## src/rtl/demux_stream_1xn.sv

```systemverilog
// demux_stream_1xn: registered 1-to-N stream demultiplexer with broadcast.
// Each output channel owns a one-entry register. An accepted input word is
// loaded into the selected channel, or into every channel in broadcast mode.
// A unicast word whose select is out of range is accepted and dropped, and a
// saturating counter records how many words were dropped.
module demux_stream_1xn #(
    parameter int WIDTH = 8,
    parameter int N     = 8,
    parameter int SEL_W = 3,
    parameter int CNT_W = 16
) (
    input  logic               clk,
    input  logic               rst,
    input  logic [WIDTH-1:0]   in_data,
    input  logic               in_valid,
    output logic               in_ready,
    input  logic [SEL_W-1:0]   in_sel,
    input  logic               in_bcast,
    output logic [N*WIDTH-1:0] out_data,
    output logic [N-1:0]       out_valid,
    input  logic [N-1:0]       out_ready,
    output logic               drop_err,
    output logic [CNT_W-1:0]   drop_cnt
);

    // Channel count at select width plus one bit, so N == 2**SEL_W still fits.
    localparam logic [SEL_W:0] N_LIM = (SEL_W + 1)'(N);

    logic [N-1:0]       valid_q, valid_d;
    logic [N*WIDTH-1:0] data_q, data_d;
    logic               drop_err_q, drop_err_d;
    logic [CNT_W-1:0]   drop_cnt_q, drop_cnt_d;

    logic [N-1:0]       free_s;
    logic               sel_ok_s;
    logic               sel_free_s;
    logic               accept_s;

    assign free_s   = ~valid_q | out_ready;
    assign sel_ok_s = ({1'b0, in_sel} < N_LIM);
    assign accept_s = in_valid & in_ready;

    // Look up the free flag of the selected channel without indexing past N-1.
    always_comb begin
        sel_free_s = 1'b0;
        for (int k = 0; k < N; k++) begin
            if (in_sel == SEL_W'(k)) begin
                sel_free_s = free_s[k];
            end else begin
                sel_free_s = sel_free_s;
            end
        end
    end

    // Input ready: all channels free for broadcast, target free for unicast,
    // always ready for an out-of-range word (it is dropped), never in reset.
    always_comb begin
        if (rst) begin
            in_ready = 1'b0;
        end else if (in_bcast) begin
            in_ready = &free_s;
        end else if (!sel_ok_s) begin
            in_ready = 1'b1;
        end else begin
            in_ready = sel_free_s;
        end
    end

    // Next channel state: drain on consumer transfer, then load addressed channels.
    always_comb begin
        valid_d = valid_q & ~out_ready;
        data_d  = data_q;
        for (int k = 0; k < N; k++) begin
            if (accept_s && (in_bcast || (sel_ok_s && (in_sel == SEL_W'(k))))) begin
                valid_d[k]                 = 1'b1;
                data_d[k*WIDTH +: WIDTH]   = in_data;
            end else begin
                valid_d[k]                 = valid_d[k];
            end
        end
    end

    // Next drop state: one-cycle error pulse and saturating drop count.
    always_comb begin
        drop_err_d = accept_s & ~in_bcast & ~sel_ok_s;
        if (drop_err_d && (drop_cnt_q != {CNT_W{1'b1}})) begin
            drop_cnt_d = drop_cnt_q + CNT_W'(1);
        end else begin
            drop_cnt_d = drop_cnt_q;
        end
    end

    // State registers with synchronous reset that discards buffered words.
    always_ff @(posedge clk) begin
        if (rst) begin
            valid_q    <= {N{1'b0}};
            data_q     <= {(N*WIDTH){1'b0}};
            drop_err_q <= 1'b0;
            drop_cnt_q <= {CNT_W{1'b0}};
        end else begin
            valid_q    <= valid_d;
            data_q     <= data_d;
            drop_err_q <= drop_err_d;
            drop_cnt_q <= drop_cnt_d;
        end
    end

    assign out_valid = valid_q;
    assign out_data  = data_q;
    assign drop_err  = drop_err_q;
    assign drop_cnt  = drop_cnt_q;

endmodule

```

## config.mk

```make
export PLATFORM = sky130hd
export DESIGN_NAME = demux_stream_1xn
export DESIGN_NICKNAME = d
export VERILOG_FILES = /design/src/rtl/demux_stream_1xn.sv
export SDC_FILE = /design/constraint.sdc
export NUM_CORES = 1
export LEC_CHECK = 0
export CAP_MARGIN = 15
export CORE_ASPECT_RATIO = 1.5
export CORE_UTILIZATION = 45
export DETAILED_ROUTE_END_ITERATION = 16
export PLACE_DENSITY = 0.8
export SYNTH_ARGS = -nofsm -noshare
export SYNTH_HDL_FRONTEND = slang
export SYNTH_SLANG_ARGS = --single-unit
```

## constraint.sdc

```tcl
create_clock -name clk -period 5.8 [get_ports clk]
set_input_delay 0.58 -clock clk [delete_from_list [all_inputs] [get_ports clk]]
set_output_delay 0.58 -clock clk [all_outputs]
set_load 0.03 [all_outputs]
```

==> results_dict.tcl, run 1 <==
set metrics [dict create \
    p_clk_frac 0.338 \
    num_vias 2384 \
    p_comb_frac 0.212 \
    core-area_um2 6900 \
    arrival_ns 3.32 \
    finalSetupTns_ns 0 \
    p_leak_nw 1.78 \
    synth_warnings 0 \
    r2r_slack_ns 3.44 \
    start_util 0.470 \
    synth_cells 288 \
    viasPerCell 5.14 \
    drv_slew 0 \
    cts_setup_buffers 0 \
    n_antenna_cell 0 \
    drc 9 \
    grt_max_degree 75 \
    cts_tree "yes" \
    slew_headroom 0.480 \
    stdcell_count 464 \
    finClkSkew_ns 0.0108 \
    layout-drive-gt1-share 0.0777 \
    grt_overflow_total 0 \
    fin_crit_ns 3.90 \
    ys_seq_area_frac 0.445 \
    clock-sinks 72 \
    hold_viol_final 0 \
    yosysUniqueCellTypes 24 \
    io-pin-count 113 \
    first_iter_violations 55 \
    worstPathRequired_ns 5.22 \
    wl_per_cell_um 16.0 \
    worstSetupEndpointType "primary output" \
    p_sw_uw 354 \
    path_max_fanout 9 \
    grt_usage 0.207 \
    gp_congestion 0.820 \
    ys_top_cells_by_area "dfxtp_1 (44%), mux2_1 (22%), nor2b_1 (13%)" \
    ant_nets 0 \
    cts_made_buffers 9 \
    worstSetupPathType "primary input to primary output" \
    grt_pass1_wl_mm 11.9 \
    syn-cell-area_um2 3240 \
    crit_top_cell "clkdlybuf4s50_1" \
    ir_drop_v 0.000205 \
    crit_slowest_cell "a221o_1" \
    clk_latency_ns 0.34 \
    nNetsFinal 404 \
    place_inst 448 \
    syn_to_final_growth_pct 35.0 \
    worst_setup_path_start_kind "primary input" \
    synth_top_area_frac 0.445 \
    tightest_slew_ns 0.780 \
    min_path_type "flip-flop to flip-flop" \
    swShare 0.296 \
    synth_top_cell_by_area "dfxtp_1" \
    dieArea_um2 7550 \
    h-tree-depth 3 \
    power_density_nw_per_um2 274 \
    violations "design-rule violations" \
    max_freq_ghz 0.256 \
    antenna_found_initial 0 \
    grt_pass1_vias 2343 \
    hold_buffers 0 \
    fp.dieH_um 106 \
    setup_violations 0 \
    timing.max_cap.violations 0 \
    path_cells "clkdlybuf4s50_1 > or3b_1 > a32o_1 > a221o_1 > and2_1 > clkdlybuf4s50_1" \
    drtPass1Iterations 10 \
    wirelength_mm 7.44 \
    critPathMaxStageDelay_ns 0.64 \
    place_hpwl_mm 5.08 \
    path_delay_family "buffers and inverters" \
    rsz0062_at_grt "false" \
    rows 37 \
    synth_area_per_cell_um2 11.2 \
    portBuffers 95 \
    synth-seq-cells 72 \
    critical_path_buf_inv_count 2 \
    intPower_uw 844 \
    clockBufferDepth 2 \
    clk_pin_slew_ns 0.08 \
    status "finished with violations" \
    die_w_um 71.3 \
    clock-root-buffer "clkbuf_8" \
    fin_crit_sh 0.673 \
    p_seq_frac 0.450 \
    fin_util 0.634 \
    cts_resized 0 \
]
[layout by cell type, fill, tap and decap left out, types with 3 or more instances in the layout]
| cell | instances |
|---|---|
| nor2b_1 | 69 |
| a21oi_1 | 9 |
| dfxtp_1 | 72 |
| nand2b_1 | 8 |
| mux2_1 | 64 |
| clkbuf_8 | 10 |
| a32o_1 | 7 |
| conb_1 | 17 |
| nor2_1 | 3 |
| nand3_4 | 8 |
| clkdlybuf4s50_1 | 94 |
[per-layer routing]
layer	part of all wire	vias up	wire (µm)	GRT usage
met3	0.060	9	446	0.0616
met5	0	-	0	0
met4	0.015	0	112	0.0843
li1	-	1144	-	-
met1	0.41	1149	3050	0.233
met2	0.52	82	3830	0.360
[through the flow]
step	hold WS, ns	setup slack (ns)	total power, mW	area (µm²)
floorplan	0.617	3.14	0.716	3300
global placement	0.509	1.97	0.802	4170
detailed placement	0.502	1.90	0.805	4170
CTS	0.515	1.90	1.21	4370
global route	0.551	1.83	1.25	4370
finish	0.511	1.90	1.20	4370
[cells in the mapped netlist]
master,instances
or3b_1,2
nor2b_1,69
buf_4,17
a32o_1,7
a221o_1,2
nand3_4,8
inv_1,1
dfxtp_1,72
nand2b_1,8
buf_6,1
buf_1,1
clkbuf_1,11
and4_1,2
nand2_1,1
mux4_2,1
a21oi_1,9
mux2_1,64
and3_1,2
nor2_1,3
conb_1,1
nand3b_1,2
buf_2,1
and2_1,1
a31o_2,2
[worst register-to-register path: cells and delay by family (launching register included)]
kind / cells / cell delay (ns)
simple gates: 2 / 0.66
compound gates: 2 / 0.89
flops: 1 / 0.35
mux: 1 / 0.34
[cell families after synthesis]
family	after synthesis	share of synthesized area
compound gates	20	0.0471
buf+inv	32	0.0595
flops	72	0.445
mux	65	0.229
other cells	1	0.00116
simple gates	98	0.218
[final timing paths]
kind         depth (start not counted)                     from                        end
max                                  6                in_sel[0]                   in_ready
min                                  2  out_valid[3]$_SDFF_PP0_    out_valid[3]$_SDFF_PP0_
max reg2reg                          5  out_valid[0]$_SDFF_PP0_  out_data[20]$_SDFFE_PP0P_
min reg2reg                          2  out_valid[3]$_SDFF_PP0_    out_valid[3]$_SDFF_PP0_
[registers in the layout, summed over array words and instances (netlist names)]
| signal | count |
|---|---|
| out_valid | 8 |
| out_data | 64 |
[power groups by stage]
stage	Sequential [mW]	Combinational, mW	Clock [mW]
5_1_grt	0.543	0.268	0.437
2_1_floorplan	0.609	0.106	0
4_1_cts	0.539	0.256	0.413
6_report	0.539	0.254	0.405
3_5_place_dp	0.550	0.255	0
3_3_place_gp	0.549	0.253	0
[final cells by class]
class	count	area, µm²
Tap cell	78	97.6
Clock inverter	6	66.3
Timing Repair Buffer	97	961
Multi-Input combinational cell	200	1670
Clock buffer	10	138
Inverter	1	3.75
Sequential cell	72	1440
Fill cell	562	2520
Power figures use the tool's default switching activity.
==> run 2: changes to the inputs <==
clock period = 3.89 ns   (was 5.8 ns; I/O delays follow)
==> results_dict.tcl, run 2 (same netlist as run 1, synthesis figures left out) <==
set metrics [dict create \
    worstPathRequired_ns 3.50 \
    fin_crit_ns 3.07 \
    place_hpwl_mm 5.11 \
    first_iter_violations 52 \
    rr_endpoint "out_data[20]$_SDFFE_PP0P_" \
    antenna_found_initial 0 \
    largest_register_ffs 64 \
    portBuffers 95 \
    worstSetupEndpointType "primary output" \
    setup_violations 0 \
    h-tree-depth 3 \
    r2r_slack_ns 1.73 \
    cts_setup_buffers 0 \
    finClkSkew_ns 0.0106 \
    place_inst 449 \
    rows 37 \
    hold_buffers 0 \
    slew_headroom 0.514 \
    p_leak_nw 1.78 \
    ir_drop_v 0.000293 \
    worstSetupPathType "primary input to primary output" \
    min_path_type "flip-flop to flip-flop" \
    worst_setup_path_start_kind "primary input" \
    cts_made_buffers 9 \
    io-pin-count 113 \
    drc 9 \
    worstReg2RegStart "out_valid[0]$_SDFF_PP0_" \
    syn_to_final_growth_pct 35.2 \
    rsz0062_at_grt "false" \
    layout-drive-gt1-share 0.0801 \
    grt_pass1_vias 2423 \
    cts_resized 0 \
    tightest_slew_ns 0.729 \
    grt_pass1_wl_mm 12.1 \
    drv_slew 0 \
    mostFrequentLayoutCell "clkdlybuf4s50_1" \
    pre_cts_ws_ns 0.816 \
    grt_usage 0.209 \
    timing.hold.ws_ns 0.516 \
    cts_tree "yes" \
    grt_overflow_total 0 \
    power_mw 1.78 \
    grt_max_degree 74 \
    clk_pin_slew_ns 0.08 \
    nNetsFinal 405 \
    status "finished with violations" \
    viasPerCell 5.03 \
    arrival_ns 2.68 \
    mostFrequentLayoutCells "clkdlybuf4s50_1 (94), dfxtp_1 (72), nor2b_1 (69), mux2_1 (64), conb_1 (17)" \
    fillers 568 \
    cp-endpoint "in_ready" \
    finalSetupTns_ns 0 \
    layout_setup_ws_ns 0.820 \
    path_max_fanout 9 \
    fin_crit_sh 0.789 \
    core-area_um2 6900 \
    rr_worst_depth 6 \
    clockBufferDepth 2 \
    drtPass1Iterations 10 \
    clk_latency_ns 0.34 \
    gp_congestion 0.850 \
    ant_nets 0 \
    n_antenna_cell 0 \
    stdcell_count 465 \
    dieArea_um2 7550 \
    max_freq_ghz 0.326 \
    wirelength_mm 7.41 \
    power_density_nw_per_um2 407 \
    hold_viol_final 0 \
    die_w_um 71.3 \
    clock-root-buffer "clkbuf_8" \
    violations "design-rule violations" \
    fp.dieH_um 106 \
    wl_per_cell_um 15.9 \
    num_vias 2340 \
    clock-sinks 72 \
    startpoint "in_sel[0]" \
    start_util 0.470 \
    timing.max_cap.violations 0 \
]
## run 2: cell type report
type                    count  area [µm²]  area share
clock buffers              10         138      0.0314
clock inverters             6        65.1      0.0149
inverters                   1        3.75    0.000857
multi-input cells         200        1670       0.380
flip-flops and latches     72        1440       0.329
well taps                  78        97.6      0.0223
repair buffers             98         968       0.221
## run 2: worst min-delay path by stage
stage	start	endpoint	slack, ns	cells past startpoint
floorplan	in_data[0]	out_data[0]$_SDFFE_PP0P_	0.51	1
global placement	out_valid[2]$_SDFF_PP0_	out_valid[2]$_SDFF_PP0_	0.50	2
detailed placement	out_valid[2]$_SDFF_PP0_	out_valid[2]$_SDFF_PP0_	0.51	2
CTS	out_valid[2]$_SDFF_PP0_	out_valid[2]$_SDFF_PP0_	0.52	2
global route	out_valid[2]$_SDFF_PP0_	out_valid[2]$_SDFF_PP0_	0.56	2
finish	out_valid[3]$_SDFF_PP0_	out_valid[3]$_SDFF_PP0_	0.52	2
## run 2: worst max-delay path, stage by stage
cell and delay (ns):
clkdlybuf4s50_1 0.54, or3b_1 0.42, a32o_1 0.25, a221o_1 0.36
and2_1 0.14, clkdlybuf4s50_1 0.58
## run 2: report_power, final
group	leakage, nW	internal (mW)	switching [mW]
clock	0.103	0.316	0.283
combinational	1.09	0.161	0.219
sequential	0.587	0.782	0.0213
total	1.78	1.26	0.524
## run 2: routing by layer
metal	vias to the layer above	share of wire	global-route usage	wire length, µm
met3	12	0.061	0.0597	453
met5	-	0	0	0
met1	1095	0.40	0.231	2970
met4	0	0.019	0.0786	138
met2	86	0.52	0.373	3860
li1	1147	-	-	-
## run 2: through the flow
step,util,cell area (µm²)
after global routing,0.635,4380
after detailed placement,0.605,4180
final,0.635,4380
after CTS,0.635,4380
after floorplan,-,3300
after global placement,0.605,4180
